**config.mk**
```make
export PLATFORM = sky130hd
export DESIGN_NAME = pe_result_drain
export DESIGN_NICKNAME = d
export VERILOG_FILES = /design/src/rtl/pe_result_drain.sv
export SDC_FILE = /design/constraint.sdc
export NUM_CORES = 1
export LEC_CHECK = 0
export CAP_MARGIN = 5
export CORE_MARGIN = 2
export CORE_UTILIZATION = 40
export DETAILED_ROUTE_END_ITERATION = 7
export GPL_TIMING_DRIVEN = 0
export PLACE_DENSITY = 0.67
export SLEW_MARGIN = 15
export SYNTH_ARGS = -nofsm -noshare
export SYNTH_HDL_FRONTEND = slang
export SYNTH_SLANG_ARGS = --single-unit
export TNS_END_PERCENT = 100
```
**constraint.sdc**
```tcl
create_clock -name clk -period 23.7 [get_ports clk]
set_input_delay 2.37 -clock clk [delete_from_list [all_inputs] [get_ports clk]]
set_output_delay 2.37 -clock clk [all_outputs]
set_load 0.03 [all_outputs]
```
**src/rtl/pe_result_drain.sv**
```systemverilog
`default_nettype none
// ============================================================================
// Module   : pe_result_drain
// Purpose  : Two-entry ping-pong buffer between the PE array rounder and a
//            row-wide valid/ready consumer. Each captured block holds two
//            result rows and a round tag. Rows drain as row 0 then row 1.
//            A block arriving when both entries are held is dropped and
//            recorded in a sticky flag and a saturating counter.
// Revision : 1.0 - initial release
// ============================================================================
module pe_result_drain #(
  parameter int DATA_W = 16,
  parameter int LANES  = 16
) (
  input  logic                                clk,
  input  logic                                rst_n,
  input  logic [1:0][LANES-1:0][DATA_W-1:0]   pe_array_out_i,
  input  logic                                rounder_valid_i,
  input  logic [3:0]                          round_number_i,
  output logic                                out_valid_o,
  input  logic                                out_ready_i,
  output logic [LANES*DATA_W-1:0]             out_data_o,
  output logic [4:0]                          out_row_o,
  output logic [1:0]                          occupancy_o,
  output logic                                overflow_o,
  output logic [7:0]                          drop_cnt_o,
  input  logic                                overflow_clr_i
);

  localparam logic [1:0] c_OCC_FULL = 2'd2;
  localparam logic [7:0] c_CNT_MAX  = 8'hFF;

  // Block storage: data is not reset, it is only visible through valid gating.
  logic [1:0][LANES-1:0][DATA_W-1:0] r_buf [2];
  logic [3:0]                        r_tag [2];

  logic       r_wr_ptr;
  logic       r_rd_ptr;
  logic       r_row_sel;
  logic [1:0] r_occ;
  logic       r_ovf;
  logic [7:0] r_drop_cnt;

  logic w_valid;
  logic w_xfer;
  logic w_free;
  logic w_cap;
  logic w_drop;

  // Handshake and capture decisions; a final-row transfer frees room for a
  // same-edge capture even when both entries are held.
  always_comb begin
    w_valid = (r_occ != 2'd0);
    w_xfer  = w_valid & out_ready_i;
    w_free  = w_xfer & r_row_sel;
    w_cap   = rounder_valid_i & ((r_occ != c_OCC_FULL) | w_free);
    w_drop  = rounder_valid_i & ~w_cap;
  end

  // Write the incoming block into the entry addressed by the write pointer.
  always_ff @(posedge clk) begin
    if (w_cap) begin
      r_buf[r_wr_ptr] <= pe_array_out_i;
      r_tag[r_wr_ptr] <= round_number_i;
    end
  end

  // Pointers, row select and occupancy bookkeeping.
  always_ff @(posedge clk or negedge rst_n) begin
    if (!rst_n) begin
      r_wr_ptr  <= 1'b0;
      r_rd_ptr  <= 1'b0;
      r_row_sel <= 1'b0;
      r_occ     <= 2'd0;
    end else begin
      if (w_cap) begin
        r_wr_ptr <= ~r_wr_ptr;
      end
      if (w_free) begin
        r_rd_ptr <= ~r_rd_ptr;
      end
      if (w_xfer) begin
        r_row_sel <= ~r_row_sel;
      end
      case ({w_cap, w_free})
        2'b10:   r_occ <= r_occ + 2'd1;
        2'b01:   r_occ <= r_occ - 2'd1;
        default: r_occ <= r_occ;
      endcase
    end
  end

  // Sticky overflow and saturating drop counter; a same-edge drop wins over clear.
  always_ff @(posedge clk or negedge rst_n) begin
    if (!rst_n) begin
      r_ovf      <= 1'b0;
      r_drop_cnt <= 8'd0;
    end else if (w_drop) begin
      r_ovf <= 1'b1;
      if (overflow_clr_i) begin
        r_drop_cnt <= 8'd1;
      end else if (r_drop_cnt != c_CNT_MAX) begin
        r_drop_cnt <= r_drop_cnt + 8'd1;
      end
    end else if (overflow_clr_i) begin
      r_ovf      <= 1'b0;
      r_drop_cnt <= 8'd0;
    end
  end

  // Presented row, forced to zero whenever nothing is buffered.
  always_comb begin
    out_valid_o = w_valid;
    out_data_o  = '0;
    out_row_o   = 5'd0;
    if (w_valid) begin
      out_data_o = r_buf[r_rd_ptr][r_row_sel];
      out_row_o  = {r_tag[r_rd_ptr], r_row_sel};
    end
  end

  assign occupancy_o = r_occ;
  assign overflow_o  = r_ovf;
  assign drop_cnt_o  = r_drop_cnt;

endmodule
`default_nettype wire
```
==> impl_results.md, run 1 <==
- Critical-path maximum fanout: 10
- Total design power: 0.00742 W
- Static leakage: 17.6 nW
- Area taken by multi-input logic gates: 0.00782 mm2
- Power density relative to cell area: 139 mW/mm2
- Post-Route Skew: 0.0190 ns
- Most used routing layer: met2
- Number of placed cells counting well taps: 3833
- Routed len/inst: 25.7 um
- Final RePlAce weighted congestion: 0.841
- Yosys Warn Count: 0
- Count of vias placed by the detailed router: 20700
- Count of unresolved DRC violations after routing: 0
- Area share of the largest cell type after synthesis: 78.0%
- # resized after CTS: 0
- Number of detailed-route iterations in the first pass: 5
- Total Wirelength: 104 mm
- Most frequent cell after synthesis: sky130_fd_sc_hd__edfxtp_1
- Portion of the post-synthesis area used by sequential elements: 78.9%
- Hold violation total from the final report: 0
- Number of setup buffers added after CTS: 0
- Synthesized area: 0.0397 mm2
- Htree depth: 3
- Cell variety after synth: 38
- # setup viols final: 0
- Met1 track demand over resource: 22.6%
- Clock Path Buffers: 3
- Die height: 319 um
- Sum of net half-perimeters after detailed placement: 76.9 mm
- Commonest cells in the synthesized netlist: sky130_fd_sc_hd__edfxtp_1 (1032), sky130_fd_sc_hd__and2_1 (257), sky130_fd_sc_hd__mux4_2 (256)
- Maximum operating frequency: 0.158 GHz
- Vias in the first global route: 22300
- Peak VDD IR: 0.106 mV
- Antenna violation net count after detailed routing: 0
- Number of instances in the synthesized netlist: 1722
- Area grow syn2layout: 34.9%
- Arrival time at the worst endpoint: 3.94 ns
- Number of sinks on the clock net: 1046
- Non-filler instance count after layout: 4061
- Fraction of layout instances using a drive strength above 1: 18.0%
- Max-cap viol count: 0
- Actual slew at the worst max-slew pin: 0.829 ns
- RSZ-0062 raised after global routing: false
- Worst Path Class, Setup: flip-flop to output port
- TritonCTS clock tree: done
- Number of rows in the core area: 115
- Nets@finish: 3178
- Crit path required time: 21.33 ns
- Global-route wire length before repair: 149 mm
- Master cell of the clock root buffer: sky130_fd_sc_hd__clkbuf_16
- 1st-iter DRT viols: 1418
- Slew headroom: 44.8%
- Outcome: finished clean
- Fill cell total of the finished layout: 7541
- Number of antenna violations at the first check in global routing: 44
- Biggest area consumer among synthesized cells: sky130_fd_sc_hd__edfxtp_1
- FF+latch count, synth: 1046
- CTS buffer count: 108
- Final worst-path cycle share: 26.6%
- Path type of the worst min-delay path: flip-flop to flip-flop
- Clk Latency, worst-skew pair: 0.69 ns
- Kind of end point of the critical path: output port
- Storage cell area: 0.0313 mm2
- Predominant post-synthesis flop cell: sky130_fd_sc_hd__edfxtp_1
- Synthesized net count: 2244
- Leading cell types by total area after synthesis: sky130_fd_sc_hd__edfxtp_1 (78%), sky130_fd_sc_hd__mux4_2 (15%), sky130_fd_sc_hd__and2_1 (4.0%), sky130_fd_sc_hd__dfrtp_1 (0.88%), sky130_fd_sc_hd__buf_6 (0.62%)
- Clock Pin Slew Worst Setup and Hold Paths: 0.06 ns
- Async set or reset register ratio after synthesis: 1.34%
- Startpoint type of the worst setup path: flip-flop
- Hold Buf Count CTS: 0
- Hold slack: 0.548 ns
- Die Width: 319 um
- Core Area: 0.0984 mm2
- Buffers added on ports: 791
- Post-DR vias/cell: 5.09
- Core utilization of the finished layout: 54.4%
- I/O pin count: 794
- Leftover overflow at the end of global routing: 0
- Count of flip-flops with a built-in enable after synthesis: 1032
- Max-slew violation count: 0
- Met2 track demand over resource: 35.1%
- Initial core utilization: 40.3%
- Die Footprint: 0.102 mm2
- Final critical delay including setup and external delays: 6.31 ns
- GR met3 Demand/Resource: 6.57%
- Syn Area/Cell: 23.1 um2
- Largest net degree at the start of global routing: 61
- Global router's overall resource usage: 20.2%
==> report_power, final <==
| group | internal (W) | leakage [nW] | switching (W) |
|---|---|---|---|
| Sequential | 0.00252 | 9.79 | 0.0000891 |
| Clock | 0.000959 | 1.67 | 0.000684 |
| Combinational | 0.00139 | 6.16 | 0.00178 |
==> registers in the layout, indices dropped and copies added (netlist names) <==
signal,count
r_buf,1024
drop_cnt_o,8
r_tag,8
occupancy_o,2
overflow_o,1
r_rd_ptr,1
r_row_sel,1
r_wr_ptr,1
==> metal layers <==
metal,up-vias,wire (um)
met4,30,3670
met3,206,8070
met5,-,186
li1,9033,-
met2,681,55000
met1,10700,37400
==> cell type report <==
class	count	area share, %
Multi-Input combinational cell	581	14.6
Tap cell	1287	3.01
Timing Repair Buffer	824	16.3
Buffer	89	1.02
Antenna cell	31	0.145
Inverter	6	0.0420
Clock inverter	56	0.981
Sequential cell	1046	58.5
Clock buffer	141	5.43
==> path summary, 6_finish.rpt <==
| check | endpoint | startpoint | depth (start not counted) | slack (ns) |
|---|---|---|---|---|
| worst max register to register | r_buf[0][394] | r_row_sel | 14 | 20.01 |
| max in group asynchronous | r_rd_ptr | rst_n | 1 | 21.14 |
| min in group asynchronous | overflow_o | rst_n | 1 | 2.12 |
| worst min-delay path | overflow_o | overflow_o | 2 | 0.55 |
| worst min register to register | overflow_o | overflow_o | 2 | 0.55 |
| worst max-delay path | out_data_o[102] | occupancy_o[0] | 6 | 17.39 |
==> kinds of logic (layout without fill, tap and decap cells) <==
group	Yosys count	after routing	synth area share (%)
simple gates	294	294	4.54
xor+xnor	3	3	0.0662
fa+ha+maj	1	1	0.0315
mux	262	262	14.7
flops	1046	1046	78.9
buf+inv	95	1116	1.42
compound gates	21	21	0.350
other cells	0	31	0
==> worst max-delay path, cell delays in order (launching register included) <==
cell                              delay, ns
sky130_fd_sc_hd__dfrtp_1               0.49
sky130_fd_sc_hd__nor2_1                0.21
sky130_fd_sc_hd__inv_1                 0.33
sky130_fd_sc_hd__buf_2                 0.53
sky130_fd_sc_hd__clkbuf_1              0.66
sky130_fd_sc_hd__and2_1                0.31
sky130_fd_sc_hd__clkdlybuf4s50_1       0.73
==> through the flow <==
step / setup WS (ns) / instance area (um2) / setup TNS [ns]
2_1_floorplan: 7.10 / 39700 / 0
4_1_cts: 17.11 / 53500 / 0
5_1_grt: 16.98 / 53600 / 0
3_5_place_dp: 17.89 / 50100 / 0
3_3_place_gp: -0.208 / 49200 / -55.09
6_report: 17.39 / 53600 / 0
==> cells in the final DEF (no fill, tap or decap), types with 19 or more instances in the layout <==
master | Yosys | layout
sky130_fd_sc_hd__edfxtp_1 | 1032 | 1032
sky130_fd_sc_hd__and2_1 | 257 | 257
sky130_fd_sc_hd__clkbuf_16 | 0 | 112
sky130_fd_sc_hd__diode_2 | 0 | 31
sky130_fd_sc_hd__buf_16 | 0 | 19
sky130_fd_sc_hd__buf_2 | 32 | 32
sky130_fd_sc_hd__buf_6 | 22 | 22
sky130_fd_sc_hd__clkinv_1 | 0 | 24
sky130_fd_sc_hd__mux4_2 | 256 | 256
sky130_fd_sc_hd__clkdlybuf4s50_1 | 0 | 791
sky130_fd_sc_hd__clkbuf_1 | 33 | 61
No activity file was read; power rests on OpenSTA's default activity.
==> run 2: changes to the inputs <==
==> constraint.sdc (replaced) <==
create_clock -name clk -period 5.75 [get_ports clk]
set_input_delay 0.575 -clock clk [delete_from_list [all_inputs] [get_ports clk]]
set_output_delay 0.575 -clock clk [all_outputs]
set_load 0.03 [all_outputs]
==> impl_results.md, run 2 (same netlist as run 1, synthesis figures left out) <==
- Outcome: finished clean
- Static leakage: 17.6 nW (about the same)
- Peak VDD IR: 0.318 mV (+200%)
- Final critical delay including setup and external delays: 4.75 ns
- Actual slew at the worst max-slew pin: 1.08 ns (+0.248 ns)
- Master cell of the clock root buffer: sky130_fd_sc_hd__clkbuf_16
- Area grow syn2layout: 34.9% (about the same)
- Most frequent cells in the layout: sky130_fd_sc_hd__edfxtp_1 (1032), sky130_fd_sc_hd__clkdlybuf4s50_1 (791), sky130_fd_sc_hd__and2_1 (257)
- Maximum operating frequency: 0.210 GHz
- Power density relative to cell area: 571 mW/mm2 (+310%)
- I/O pin count: 794 (unchanged)
- Fraction of layout instances using a drive strength above 1: 18.3% (+0.21 points)
- Area taken by multi-input logic gates: 0.00783 mm2 (+0.19%)
- Vias in the first global route: 22800 (+2.0%)
- Number of detailed-route iterations in the first pass: 5 (unchanged)
- Startpoint type of the worst setup path: flip-flop
- Buffers added on ports: 791 (unchanged)
- Critical-path cell with the highest stage delay: sky130_fd_sc_hd__clkdlybuf4s50_1
- Die height: 319 um (unchanged)
- Crit path required time: 5.18 ns (-16.15 ns)
- Largest net degree at the start of global routing: 59 (-3.3%)
- Post-DR vias/cell: 5.11 (+0.39%)
- Post-Route Skew: 0.0182 ns (-0.000803 ns)
- Antenna violation net count after detailed routing: 0 (unchanged)
- RSZ-0062 raised after global routing: false
- Leftover overflow at the end of global routing: 0 (unchanged)
- Die Footprint: 0.102 mm2 (unchanged)
- Path type of the worst min-delay path: input pin to flip-flop
- Number of setup buffers added after CTS: 0 (unchanged)
- Number of rows in the core area: 115 (unchanged)
- Clk Latency, worst-skew pair: 0.69 ns (about the same)
- # setup viols final: 0 (unchanged)
- Number of antenna violations at the first check in global routing: 53 (+20%)
- Die Width: 319 um (unchanged)
- Most frequent standard cell in the layout excluding fill and tap cells: sky130_fd_sc_hd__edfxtp_1
- Global-route wire length before repair: 150 mm (+0.50%)
- Largest register by flop count: r_buf
- TritonCTS clock tree: done
- Htree depth: 3 (unchanged)
- Count of vias placed by the detailed router: 20800 (+0.66%)
- Total Wirelength: 104 mm (-0.58%)
- CP top delay family: buffers and inverters
- Worst Path Class, Setup: flip-flop to output port
- Hold Buf Count CTS: 0 (unchanged)
- Worst path buffer plus inverter count: 4 (unchanged)
- Arrival time at the worst endpoint: 4.18 ns (+0.24 ns)
- Hold slack: 0.211 ns (-0.337 ns)
- Routed len/inst: 25.5 um (-0.85%)
- Storage cell area: 0.0313 mm2 (about the same)
- Slew headroom: 28.2% (-17 points)
- Global router's overall resource usage: 20.2% (about the same)
- Final RePlAce weighted congestion: 0.824 (-2.1%)
- Core Area: 0.0984 mm2 (unchanged)
- Ordered cell list for the critical path: nor2_1 -> inv_1 -> buf_2 -> clkbuf_1 -> and2_1 -> clkdlybuf4s50_1
- Final worst-path cycle share: 82.7%
- Sum of net half-perimeters after detailed placement: 75.7 mm (-1.5%)
- Nets@finish: 3176 (-0.063%)
- Crit path largest cell delay: 0.78 ns (+0.05 ns)
- Critical-path maximum fanout: 10 (unchanged)
- Kind of end point of the critical path: output port
- Setup slack of the critical path after layout: 0.997 ns (-16.39 ns)
- Post-Place Setup Slack: 1.56 ns (-16.34 ns)
- Initial core utilization: 40.3% (unchanged)
- Hold violation total from the final report: 0 (unchanged)
- Max-cap viol count: 0 (unchanged)
- Count of unresolved DRC violations after routing: 0 (unchanged)
- Clock Path Buffers: 3 (unchanged)
- Number of sinks on the clock net: 1046 (unchanged)
- 1st-iter DRT viols: 1537 (+8.4%)
- Clock Pin Slew Worst Setup and Hold Paths: 0.06 ns (about the same)
- Fill cell total of the finished layout: 7579 (+0.50%)
- # resized after CTS: 0 (unchanged)
- CTS buffer count: 108 (unchanged)
- Number of flip-flops in the largest register: 1024 (unchanged)
- Max-slew violation count: 0 (unchanged)
## run 2: cell type report
class                      count  share of cell area (%)
antenna                       41                   0.192
buffer                        89                    1.04
clock buffer                 139                    5.38
clock inverter                61                    1.00
inverter                       6                  0.0421
multi-input combinational    581                    14.6
sequential                  1046                    58.5
tap                         1287                    3.01
timing repair buffer         822                    16.2
## run 2: power by group
part           internal [W]  switching [W]  leakage (nW)
Combinational       0.00572        0.00735          6.14
Clock               0.00393        0.00284          1.68
Sequential           0.0104       0.000377          9.79
Total                0.0200         0.0106          17.6
## run 2: per-layer routing
layer	part of all wire (%)	GRT usage [%]
met5	0.13	0
met4	4.0	10.6
met3	7.5	6.17
met2	53	35.4
met1	35	22.1
## run 2: final timing paths
check	depth (start not counted)	from	slack, ns	to
min in group asynchronous	1	rst_n	0.30	overflow_o
min reg2reg	2	overflow_o	0.54	overflow_o
max	6	occupancy_o[0]	1.0	out_data_o[142]
max reg2reg	9	r_row_sel	2.43	r_buf[1][369]
max in group asynchronous	1	rst_n	4.99	occupancy_o[1]
min	3	rounder_valid_i	0.21	occupancy_o[0]
## run 2: stage by stage
stage / util (%) / area, um2 / total power, W / std cells / setup TNS, ns
5_1_grt: 54.4 / 53500 / 0.0319 / 4068 / 0
2_1_floorplan: - / 39800 / 0.0190 / 1722 / -2449.61
6_report: 54.4 / 53600 / 0.0306 / 4072 / 0
4_1_cts: 54.3 / 53500 / 0.0310 / 4031 / 0
3_5_place_dp: 50.8 / 50000 / 0.0241 / 3831 / 0
3_3_place_gp: 50.1 / 49300 / 0.0242 / 3800 / -6446.48
## run 2: worst reg2reg max path, delay by kind of cell, from the launching register on
| kind | cells | cell delay [ns] |
|---|---|---|
| DFF | 1 | 0.33 |
| and+or+nand+nor | 3 | 0.90 |
| buffers and inverters | 6 | 1.69 |
==> run 3: changes to the inputs <==
==> constraint.sdc (replaced) <==
create_clock -name clk -period 4.1 [get_ports clk]
set_input_delay 0.41 -clock clk [delete_from_list [all_inputs] [get_ports clk]]
set_output_delay 0.41 -clock clk [all_outputs]
set_load 0.03 [all_outputs]
==> impl_results.md, run 3 (same netlist as run 1, synthesis figures left out) <==
- Number of setup buffers added after CTS: 0 (unchanged)
- Nets@finish: 3174 (-0.063%)
- Area grow syn2layout: 34.6%
- Max-slew violation count: 0 (unchanged)
- Worst Path Class, Setup: flip-flop to flip-flop
- Count of unresolved DRC violations after routing: 0 (unchanged)
- Hold violation total from the final report: 0 (unchanged)
- Crit path largest cell delay: 0.51 ns (-0.27 ns)
- Non-filler instance count after layout: 4055 (-0.42%)
- Hold slack: 0.134 ns (-0.0767 ns)
- Number of sinks on the clock net: 1046 (unchanged)
- Kind of end point of the critical path: flip-flop
- Crit path required time: 4.48 ns (-0.70 ns)
- Power density relative to cell area: 800 mW/mm2 (+40%)
- Worst setup slack for register-to-register paths: 0.28 ns (-2.15 ns)
- Die Footprint: 0.102 mm2 (unchanged)
- Most frequent cells in the layout: sky130_fd_sc_hd__edfxtp_1 (1032), sky130_fd_sc_hd__clkdlybuf4s50_1 (791), sky130_fd_sc_hd__mux4_2 (256)
- Peak VDD IR: 0.438 mV (+38%)
- Clock Pin Slew Worst Setup and Hold Paths: 0.06 ns (about the same)
- # setup viols final: 0 (unchanged)
- Leftover overflow at the end of global routing: 0 (unchanged)
- Slew headroom: 45.9% (+18 points)
- Core Area: 0.0984 mm2 (unchanged)
- Gate power share: 42.9% (+0.2 points)
- Global router's overall resource usage: 20.1% (-0.13 points)
- Startpoint type of the worst setup path: flip-flop
- Count of vias placed by the detailed router: 20800 (+0.043%)
- Clock Path Buffers: 3 (unchanged)
- Total Wirelength: 104 mm (about the same)
- Switching Fraction: 34.6% (+0.099 points)
- Arrival time at the worst endpoint: 4.20 ns (+0.02 ns)
- Post-Place Setup Slack: -0.0286 ns (-1.58 ns)
- Antenna violation net count after detailed routing: 0 (unchanged)
- Global-route wire length before repair: 149 mm (-0.70%)
- Die height: 319 um (unchanged)
- Routed len/inst: 25.6 um (+0.37%)
- Post-Route Skew: 0.0197 ns (+0.00156 ns)
- Final worst-path cycle share: 93.1%
- Outcome: finished clean
- Ordered cell list for the critical path: buf_6 -> buf_6 -> nand2_2 -> nand2_2 -> nand2_2 -> nor2_4 -> buf_12 -> buf_12 -> buf_16 -> buf_12 -> buf_16 -> buf_16 -> buf_12 -> buf_12 -> buf_16
- Reg power frac: 35.3% (about the same)
- Core utilization of the finished layout: 54.3% (-0.085 points)
- Master cell of the clock root buffer: sky130_fd_sc_hd__clkbuf_16
- Number of placed cells counting well taps: 3831 (unchanged)
- Post-DR vias/cell: 5.13 (+0.46%)
- Actual slew at the worst max-slew pin: 0.811 ns (-0.266 ns)
- Fraction of layout instances using a drive strength above 1: 18.7% (+0.43 points)
- Number of antenna violations at the first check in global routing: 43 (-19%)
- Static leakage: 17.6 nW (about the same)
- Buffers added on ports: 791 (unchanged)
- Critical-path cell with the highest stage delay: sky130_fd_sc_hd__nor2_4
- Htree depth: 3 (unchanged)
- Number of flip-flops in the largest register: 1024 (unchanged)
- I/O pin count: 794 (unchanged)
- Critical-path maximum fanout: 27 (+17)
- Maximum operating frequency: 0.262 GHz
- Path type of the worst min-delay path: input pin to flip-flop
- Hold Buf Count CTS: 0 (unchanged)
- Max-cap viol count: 0 (unchanged)
- Die Width: 319 um (unchanged)
- CTS buffer count: 106 (-1.9%)
- Setup slack of the critical path after layout: 0.282 ns (-0.715 ns)
- Most frequent standard cell in the layout excluding fill and tap cells: sky130_fd_sc_hd__edfxtp_1
- Fill cell total of the finished layout: 7584 (+0.066%)
- Vias in the first global route: 22600 (-0.94%)
- Switching pwr: 0.0148 W (+40%)
- Number of detailed-route iterations in the first pass: 5 (unchanged)
- 1st-iter DRT viols: 1330 (-13%)
- Internal power: 0.0280 W (+40%)
- Sum of net half-perimeters after detailed placement: 75.8 mm (about the same)
- Initial core utilization: 40.3% (unchanged)
- Largest net degree at the start of global routing: 59 (unchanged)
- Final RePlAce weighted congestion: 0.836 (+1.5%)
- Clk Latency, worst-skew pair: 0.67 ns (-0.02 ns)
- Largest register by flop count: r_buf
- TritonCTS clock tree: done
- Clock Power Share: 21.8% (-0.3 points)
- Final critical delay including setup and external delays: 3.82 ns
- Number of rows in the core area: 115 (unchanged)
- Most numerous cell on the critical path: sky130_fd_sc_hd__buf_12
[run 3: changes by cell type in the layout (fill, tap and decap cells not counted), moves of 2 or more]
cell and change:
sky130_fd_sc_hd__clkinv_1 -6, sky130_fd_sc_hd__diode_2 -12, sky130_fd_sc_hd__clkinv_2 +9, sky130_fd_sc_hd__clkinv_4 -2, sky130_fd_sc_hd__clkbuf_1 -7, sky130_fd_sc_hd__clkbuf_2 +4
sky130_fd_sc_hd__and2_2 +2, sky130_fd_sc_hd__and2_1 -2
[run 3: area by class of cell]
cell class	count	area (um2)	area share, %
Tap cell	1287	1610	3.01
Buffer	89	566	1.06
Sequential cell	1046	31300	58.6
Multi-Input combinational cell	581	7840	14.7
Clock buffer	134	2830	5.30
Antenna cell	29	72.6	0.136
Inverter	6	22.5	0.0421
Clock inverter	61	529	0.990
Timing Repair Buffer	822	8660	16.2
[run 3: critical path: cells and delay by family (launching register included)]
family	cells	cell delay [ns]
buffers and inverters	11	2.26
AND/OR/NAND/NOR	4	0.81
flip-flops	1	0.34
[run 3: timing repair]
action	in CTS	in global routing
endpoints found under the hold margin	0	0
resized for setup	7	3
cloned	0	0
endpoints found under the setup margin	61	4
[run 3: worst paths after layout]
| path | start | cells past startpoint | endpoint |
|---|---|---|---|
| worst max-delay path | r_row_sel | 15 | r_buf[0][161] |
| worst min-delay path | overflow_clr_i | 2 | drop_cnt_o[2] |
| worst max register to register | r_row_sel | 15 | r_buf[0][161] |
| worst min register to register | r_wr_ptr | 1 | r_wr_ptr |
| max in group asynchronous | rst_n | 1 | occupancy_o[0] |
| min in group asynchronous | rst_n | 1 | drop_cnt_o[7] |
[run 3: through the flow]
step | TNS (ns) | instance area [um2] | power (W)
3_3_place_gp | -8001.24 | 49300 | 0.0319
6_report | 0 | 53500 | 0.0428
4_1_cts | 0 | 53400 | 0.0434
3_5_place_dp | -0.644 | 50000 | 0.0339
2_1_floorplan | -4146.23 | 39800 | 0.0267
5_1_grt | -0.0129 | 53500 | 0.0445
[run 3: metal layers]
layer  share of wire (%)  track usage [%]  vias to the layer above
met5                0.12                0                        -
li1                    -                -                     9013
met3                 6.8             5.08                      188
met1                  36             23.0                    10900
met4                 3.3             8.53                       18
met2                  54             35.7                      749
[run 3: power groups by stage]
| stage | clock [W] | combinational (W) | sequential, W |
|---|---|---|---|
| floorplan | 0 | 0.0108 | 0.0159 |
| global placement | 0 | 0.0168 | 0.0151 |
| detailed placement | 0 | 0.0186 | 0.0153 |
| CTS | 0.00957 | 0.0187 | 0.0151 |
| global route | 0.00997 | 0.0193 | 0.0153 |
| finish | 0.00934 | 0.0184 | 0.0151 |
